`src/rtl/sound_pkg.sv`:
```
// Shared constants, FSM state type and sweep arithmetic helpers for the
// channel-1 frequency sweep unit.
package sound_pkg;

   localparam int FREQ_WIDTH   = 11;
   localparam int PERIOD_WIDTH = 3;
   localparam int SHIFT_WIDTH  = 3;
   localparam int TIMER_WIDTH  = 4;
   localparam int SWEEP_DIV    = 2;

   typedef enum logic [1:0] {
      IDLE  = 2'd0,
      CALC  = 2'd1,
      CHECK = 2'd2
   } sweep_state_t;

   // A period of 0 still runs the timer, with an effective length of 8.
   function automatic logic [TIMER_WIDTH-1:0] sweep_reload(input logic [PERIOD_WIDTH-1:0] period);
      return (period == '0) ? TIMER_WIDTH'(8) : TIMER_WIDTH'(period);
   endfunction

   function automatic logic [FREQ_WIDTH:0] sweep_calc(
      input logic [FREQ_WIDTH-1:0]  shadow,
      input logic [SHIFT_WIDTH-1:0] shift,
      input logic                   negate
   );
      logic [FREQ_WIDTH:0] w_s;
      logic [FREQ_WIDTH:0] w_d;
      w_s = {1'b0, shadow};
      w_d = w_s >> shift;
      return negate ? (w_s - w_d) : (w_s + w_d);
   endfunction

endpackage

```
`src/rtl/sound_sweep_timer.sv`:
```
// Sweep-rate divider, reloadable period timer and one-deep pending-event flag.
// o_sweep_event is combinational and valid in the cycle before the acting edge.
module sound_sweep_timer
   import sound_pkg::*;
#(
   parameter int DIV = SWEEP_DIV
) (
   input  logic                    clk_length_ctr,
   input  logic                    rst,
   input  logic                    i_trig,
   input  logic                    i_sweep_en,
   input  logic [PERIOD_WIDTH-1:0] i_sweep_period,
   input  logic                    i_idle,
   input  logic                    i_consume,
   output logic                    o_sweep_event,
   output logic                    o_pending
);

   localparam int PW = (DIV > 1) ? $clog2(DIV) : 1;

   logic [PW-1:0]          r_phase;
   logic [TIMER_WIDTH-1:0] r_timer;
   logic                   r_pending;
   logic                   w_tick;
   logic                   w_act;
   logic                   w_expire;

   assign w_tick        = (r_phase == PW'(DIV - 1));
   assign w_act         = w_tick & ~i_trig & i_sweep_en;
   assign w_expire      = w_act & (r_timer <= TIMER_WIDTH'(1));
   assign o_sweep_event = w_expire & (i_sweep_period != '0);
   assign o_pending     = r_pending;

   // The divider free-runs from reset; a trigger never realigns it.
   always_ff @(posedge clk_length_ctr or posedge rst) begin
      if (rst) begin
         r_phase <= '0;
      end else if (w_tick) begin
         r_phase <= '0;
      end else begin
         r_phase <= r_phase + PW'(1);
      end
   end

   always_ff @(posedge clk_length_ctr or posedge rst) begin
      if (rst) begin
         r_timer   <= '0;
         r_pending <= 1'b0;
      end else if (i_trig) begin
         r_timer   <= sweep_reload(i_sweep_period);
         r_pending <= 1'b0;
      end else begin
         if (w_act) begin
            r_timer <= w_expire ? sweep_reload(i_sweep_period) : (r_timer - TIMER_WIDTH'(1));
         end
         if (!i_sweep_en) begin
            r_pending <= 1'b0;
         end else if (i_consume) begin
            r_pending <= r_pending & o_sweep_event;
         end else if (o_sweep_event && !i_idle) begin
            r_pending <= 1'b1;
         end
      end
   end

endmodule

```
`src/rtl/sound_freq_sweep.sv`:
```
// Channel-1 frequency sweep: trigger detect, IDLE/CALC/CHECK FSM and the
// shadow/frequency datapath. o_dbg_state exposes the FSM state.
module sound_freq_sweep
   import sound_pkg::*;
#(
   parameter int DIV = SWEEP_DIV
) (
   input  logic                    rst,
   input  logic                    clk_length_ctr,
   input  logic                    start,
   input  logic [PERIOD_WIDTH-1:0] sweep_period,
   input  logic                    sweep_negate,
   input  logic [SHIFT_WIDTH-1:0]  sweep_shift,
   input  logic [FREQ_WIDTH-1:0]   freq_in,
   output logic [FREQ_WIDTH-1:0]   freq_out,
   output logic                    freq_update,
   output logic                    enable,
   output logic                    busy,
   output logic [1:0]              o_dbg_state
);

   sweep_state_t          r_state;
   logic [FREQ_WIDTH-1:0] r_shadow;
   logic [FREQ_WIDTH-1:0] r_freq;
   logic                  r_update;
   logic                  r_enable;
   logic                  r_sweep_en;
   logic                  r_start_d;

   logic                  w_trig;
   logic [FREQ_WIDTH:0]   w_calc;
   logic                  w_ovf;
   logic                  w_sweep_event;
   logic                  w_pending;
   logic                  w_go;
   logic                  w_consume;

   assign w_trig    = start & ~r_start_d;
   assign w_calc    = sweep_calc(r_shadow, sweep_shift, sweep_negate);
   assign w_ovf     = w_calc[FREQ_WIDTH];
   assign w_go      = w_sweep_event | w_pending;
   // An event is used up when it moves the FSM into CALC.
   assign w_consume = ~w_trig & w_go &
                      ((r_state == IDLE) | ((r_state == CHECK) & ~w_ovf));

   sound_sweep_timer #(.DIV(DIV)) u_timer (
      .clk_length_ctr (clk_length_ctr),
      .rst            (rst),
      .i_trig         (w_trig),
      .i_sweep_en     (r_sweep_en),
      .i_sweep_period (sweep_period),
      .i_idle         (r_state == IDLE),
      .i_consume      (w_consume),
      .o_sweep_event  (w_sweep_event),
      .o_pending      (w_pending)
   );

   always_ff @(posedge clk_length_ctr or posedge rst) begin
      if (rst) begin
         r_state    <= IDLE;
         r_shadow   <= '0;
         r_freq     <= '0;
         r_update   <= 1'b0;
         r_enable   <= 1'b0;
         r_sweep_en <= 1'b0;
         r_start_d  <= 1'b0;
      end else begin
         r_start_d <= start;
         r_update  <= 1'b0;
         if (w_trig) begin
            r_shadow   <= freq_in;
            r_freq     <= freq_in;
            r_enable   <= 1'b1;
            r_sweep_en <= (sweep_period != '0) || (sweep_shift != '0);
            r_state    <= (sweep_shift != '0) ? CHECK : IDLE;
         end else begin
            case (r_state)
               IDLE: begin
                  if (w_go && r_sweep_en) begin
                     r_state <= CALC;
                  end
               end
               CALC: begin
                  if (w_ovf) begin
                     r_enable   <= 1'b0;
                     r_sweep_en <= 1'b0;
                     r_state    <= IDLE;
                  end else if (sweep_shift != '0) begin
                     r_shadow <= w_calc[FREQ_WIDTH-1:0];
                     r_freq   <= w_calc[FREQ_WIDTH-1:0];
                     r_update <= 1'b1;
                     r_state  <= CHECK;
                  end else begin
                     r_state <= IDLE;
                  end
               end
               CHECK: begin
                  // A dead channel never re-enters CALC, even with an event queued.
                  if (w_ovf) begin
                     r_enable   <= 1'b0;
                     r_sweep_en <= 1'b0;
                     r_state    <= IDLE;
                  end else begin
                     r_state <= w_go ? CALC : IDLE;
                  end
               end
               default: r_state <= IDLE;
            endcase
         end
      end
   end

   assign freq_out    = r_freq;
   assign freq_update = r_update;
   assign enable      = r_enable;
   assign busy        = (r_state != IDLE);
   assign o_dbg_state = r_state;

endmodule

```
`config.mk`:
```
export PLATFORM = sky130hd
export DESIGN_NAME = sound_freq_sweep
export DESIGN_NICKNAME = d
export VERILOG_FILES = /design/src/rtl/sound_pkg.sv /design/src/rtl/sound_sweep_timer.sv /design/src/rtl/sound_freq_sweep.sv
export SDC_FILE = /design/constraint.sdc
export NUM_CORES = 1
export LEC_CHECK = 0
export CORE_MARGIN = 10
export CORE_UTILIZATION = 40
export DETAILED_ROUTE_END_ITERATION = 16
export PLACE_DENSITY = 0.68
export SLEW_MARGIN = 10
export SYNTH_ARGS = -nofsm -noshare
export SYNTH_HDL_FRONTEND = slang
export SYNTH_SLANG_ARGS = --single-unit
```
`constraint.sdc`:
```
create_clock -name clk_length_ctr -period 3.41 [get_ports clk_length_ctr]
set_input_delay 0.682 -clock clk_length_ctr [delete_from_list [all_inputs] [get_ports clk_length_ctr]]
set_output_delay 0.682 -clock clk_length_ctr [all_outputs]
set_load 0.05 [all_outputs]
```
==> metrics.yaml <==
crit_top_cell: "o21ai_2"
rsz0062_at_grt: "true"
ys_ff_latch: 23
period_needed_ps: 3830
areaGrowthSynthToFinish_pct: 56.48
drt-wirelength-per-cell_um: 16.72
maxSlewViolCount: 0
place_congestion: 0.8758
root_buffer: "clkbuf_8"
synth_warnings: 0
cp-end-kind: "flop"
synth_commonest_cells: "nand2_1, nor2_1, a21oi_1"
synthCells: 290
r2r_slack_ps: -290
skew_ps: 6.621
slew_headroom: 0.3574
post-route-period-util: 1.123
synth_top_area_share: 0.2403
vias: 2658
coreArea_um2: 5851
slowest_delay_ps: 300
synth.largest_area_cell: "dfrtp_1"
final_cell_count_no_fill: 481
synth-main-ff-cell: "dfrtp_1"
cp_max_fo: 7
grt_start_max_net_pins: 24
switching_share: 0.4410
p_sw_mw: 0.8129
syn_nets: 330
worst_hold_slack_ps: 462.9
ant_nets: 0
synthMostInstantiatedCell: "nand2_1"
insertion_delay_ps: 260
crit_required_ps: 3560
fin_tns_setup_ps: -5533
r2r_start: "freq_out[8]$_DFFE_PP0P_"
die_y_um: 97.38
grt_pass1_wl_um: 13170
drt-pass1-iter-count: 4
finalCoreUtilization: 0.6405
clock_sinks: 23
cts_buffer_depth: 2
finalSetupViolCount: 17
async_flop_share: 1.000
worstHoldPathType: "reg2reg"
power.share.clock: 0.095
antenna_cells: 0
stdcell_area_um2: 3747
ys_seq_area_frac: 0.2403
p_seq_frac: 0.206
place_inst: 466
drc: 0
first_global_vias: 2819
maxCapViolCount: 0
placed_area_um2: 3426
fmax_mhz: 261.1
crit_start: "sweep_shift[2]"
die_x_um: 97.38
synth.avg_cell_area_um2: 8.258
worst_pin_slew_ps: 962.8
dieArea_um2: 9482
leakagePower_nw: 1.764
slowest_stage: "mux2_4"
violations: "negative setup slack"
drt-initial-drc-count: 161
hpwl_um: 5989
path_clk_slew_ps: 90
grt_usage: 0.1606
r2r-end: "freq_out[5]$_DFFE_PP0P_"
row_count: 28
syn_area_um2: 2395
io_pins: 37
worst_slack_ps: -420.2
drive_above_1_share: 0.3596
hold_viol_final: 0
grt-ovfl-total: 0
preCtsSetupSlack_ps: -1273
startpoint_type: "primary input"
fillerInstances: 478
crit_chain: "buf_8 -> mux2_4 -> or2_4 -> o21ai_2 -> nand2_1 -> o21ai_2 -> ha_2 -> and3_4 -> a21oi_4 -> o31ai_2 -> a21oi_2 -> ha_1 -> and4_1 -> nand3_2 -> and3b_2 -> mux2i_4 -> buf_12 -> mux2i_2 -> o21ai_1"
status: "finished with violations"
synthTopCellsByArea: "dfrtp_1, ha_1, mux2i_1"
htreeDepth: 1
num-nets-final: 447
cp_data_arrival_time_ps: 3980
cts_buffers: 3
antenna_found_initial: 0
port_buffers: 36
hold_buffers: 0
combPwrFrac: 0.699
totalPowerFinal_mw: 1.843
initial_core_util: 0.4093
drt_wl_total_um: 8043
cts_tree: "done"
worst-setup-path-type: "in2reg"
ys_types: 61
synth_edf_count: 0
power_density_nw_per_um2: 491.9
vias_per_cell: 5.526
p_int_mw: 1.030
endpoint: "freq_out[5]$_DFFE_PP0P_"
reg2regPathDepth: 18
ir_worst_vdd_uv: 341.1
worst max-delay path, delay by kind of cell:
family                   cells  cell delay (ps)
AO/OA/AOI/OAI                6              660
adder cells (fa/ha/maj)      2              520
buffers and inverters        2              280
multiplexers                 3              740
AND/OR/NAND/NOR              6             1090
placed cells by master, fill, tap and decap left out, types with 12 or more instances in the layout:
cell and instances:
inv_1 12, buf_4 80, nor2_1 24, clkdlybuf4s50_1 33, dfrtp_1 22, ha_1 15
a21oi_1 17, o21ai_0 12, nand2_1 27
flip-flops by register name (all words and copies together), names as in the netlist:
name               count
u_timer.o_pending      1
u_timer.r_phase        1
freq_out              11
freq_update            1
r_start_d              1
r_sweep_en             1
o_dbg_state            2
enable                 1
u_timer.r_timer        4
cell type report:
cell class / instances / area, µm² / share of cell area
tap: 75 / 93.84 / 0.02504
inverter: 13 / 51.30 / 0.01369
sequential: 23 / 576.8 / 0.1539
timing repair buffer: 124 / 1074 / 0.2865
multi-input combinational: 242 / 1907 / 0.5088
clock buffer: 4 / 45.04 / 0.01202
power groups by stage:
stage | sequential, mW | clock, mW | combinational, mW
finish | 0.380 | 0.175 | 1.29
floorplan | 0.483 | 0 | 0.573
global placement | 0.381 | 0 | 1.12
detailed placement | 0.382 | 0 | 1.15
global route | 0.385 | 0.197 | 1.40
CTS | 0.378 | 0.180 | 1.21
cell families after synthesis:
logic type / count (synthesis) / synth area share
flip-flops: 23 / 0.2403
AND/OR/NAND/NOR: 89 / 0.1782
buffers and inverters: 25 / 0.04963
adder cells (fa/ha/maj): 20 / 0.1066
AO/OA/AOI/OAI: 95 / 0.2659
XOR/XNOR: 17 / 0.06217
multiplexers: 21 / 0.09717
worst min path at each step:
stage,depth (start not counted),slack (ps),end,start
floorplan,1,420,u_timer.r_phase$_DFF_PP0_,u_timer.r_phase$_DFF_PP0_
CTS,1,460,u_timer.r_phase$_DFF_PP0_,u_timer.r_phase$_DFF_PP0_
global route,1,490,u_timer.r_phase$_DFF_PP0_,u_timer.r_phase$_DFF_PP0_
finish,1,460,u_timer.r_phase$_DFF_PP0_,u_timer.r_phase$_DFF_PP0_
global placement,1,440,u_timer.r_phase$_DFF_PP0_,u_timer.r_phase$_DFF_PP0_
detailed placement,1,450,u_timer.r_phase$_DFF_PP0_,u_timer.r_phase$_DFF_PP0_
timing repair:
| action | 4_1_cts | 5_1_grt |
|---|---|---|
| pin swaps | 9 | 23 |
| resized for setup | 35 | 23 |
| buffers inserted | 6 | 4 |
| cloned | 2 | 0 |
| hold endpoints to repair | 0 | 0 |
| setup endpoints to repair | 17 | 17 |
routing by layer:
metal  wire, µm  global-route usage  up-vias  part of all wire
met2       4138              0.2959       58              0.51
met1       3550              0.1880     1304              0.44
li1           -                   -     1289                 -
met3        284             0.02347        7             0.035
met4         70             0.03803        0            0.0087
met5          0                   0        -                 0
No activity file was read; power rests on OpenSTA's default activity.
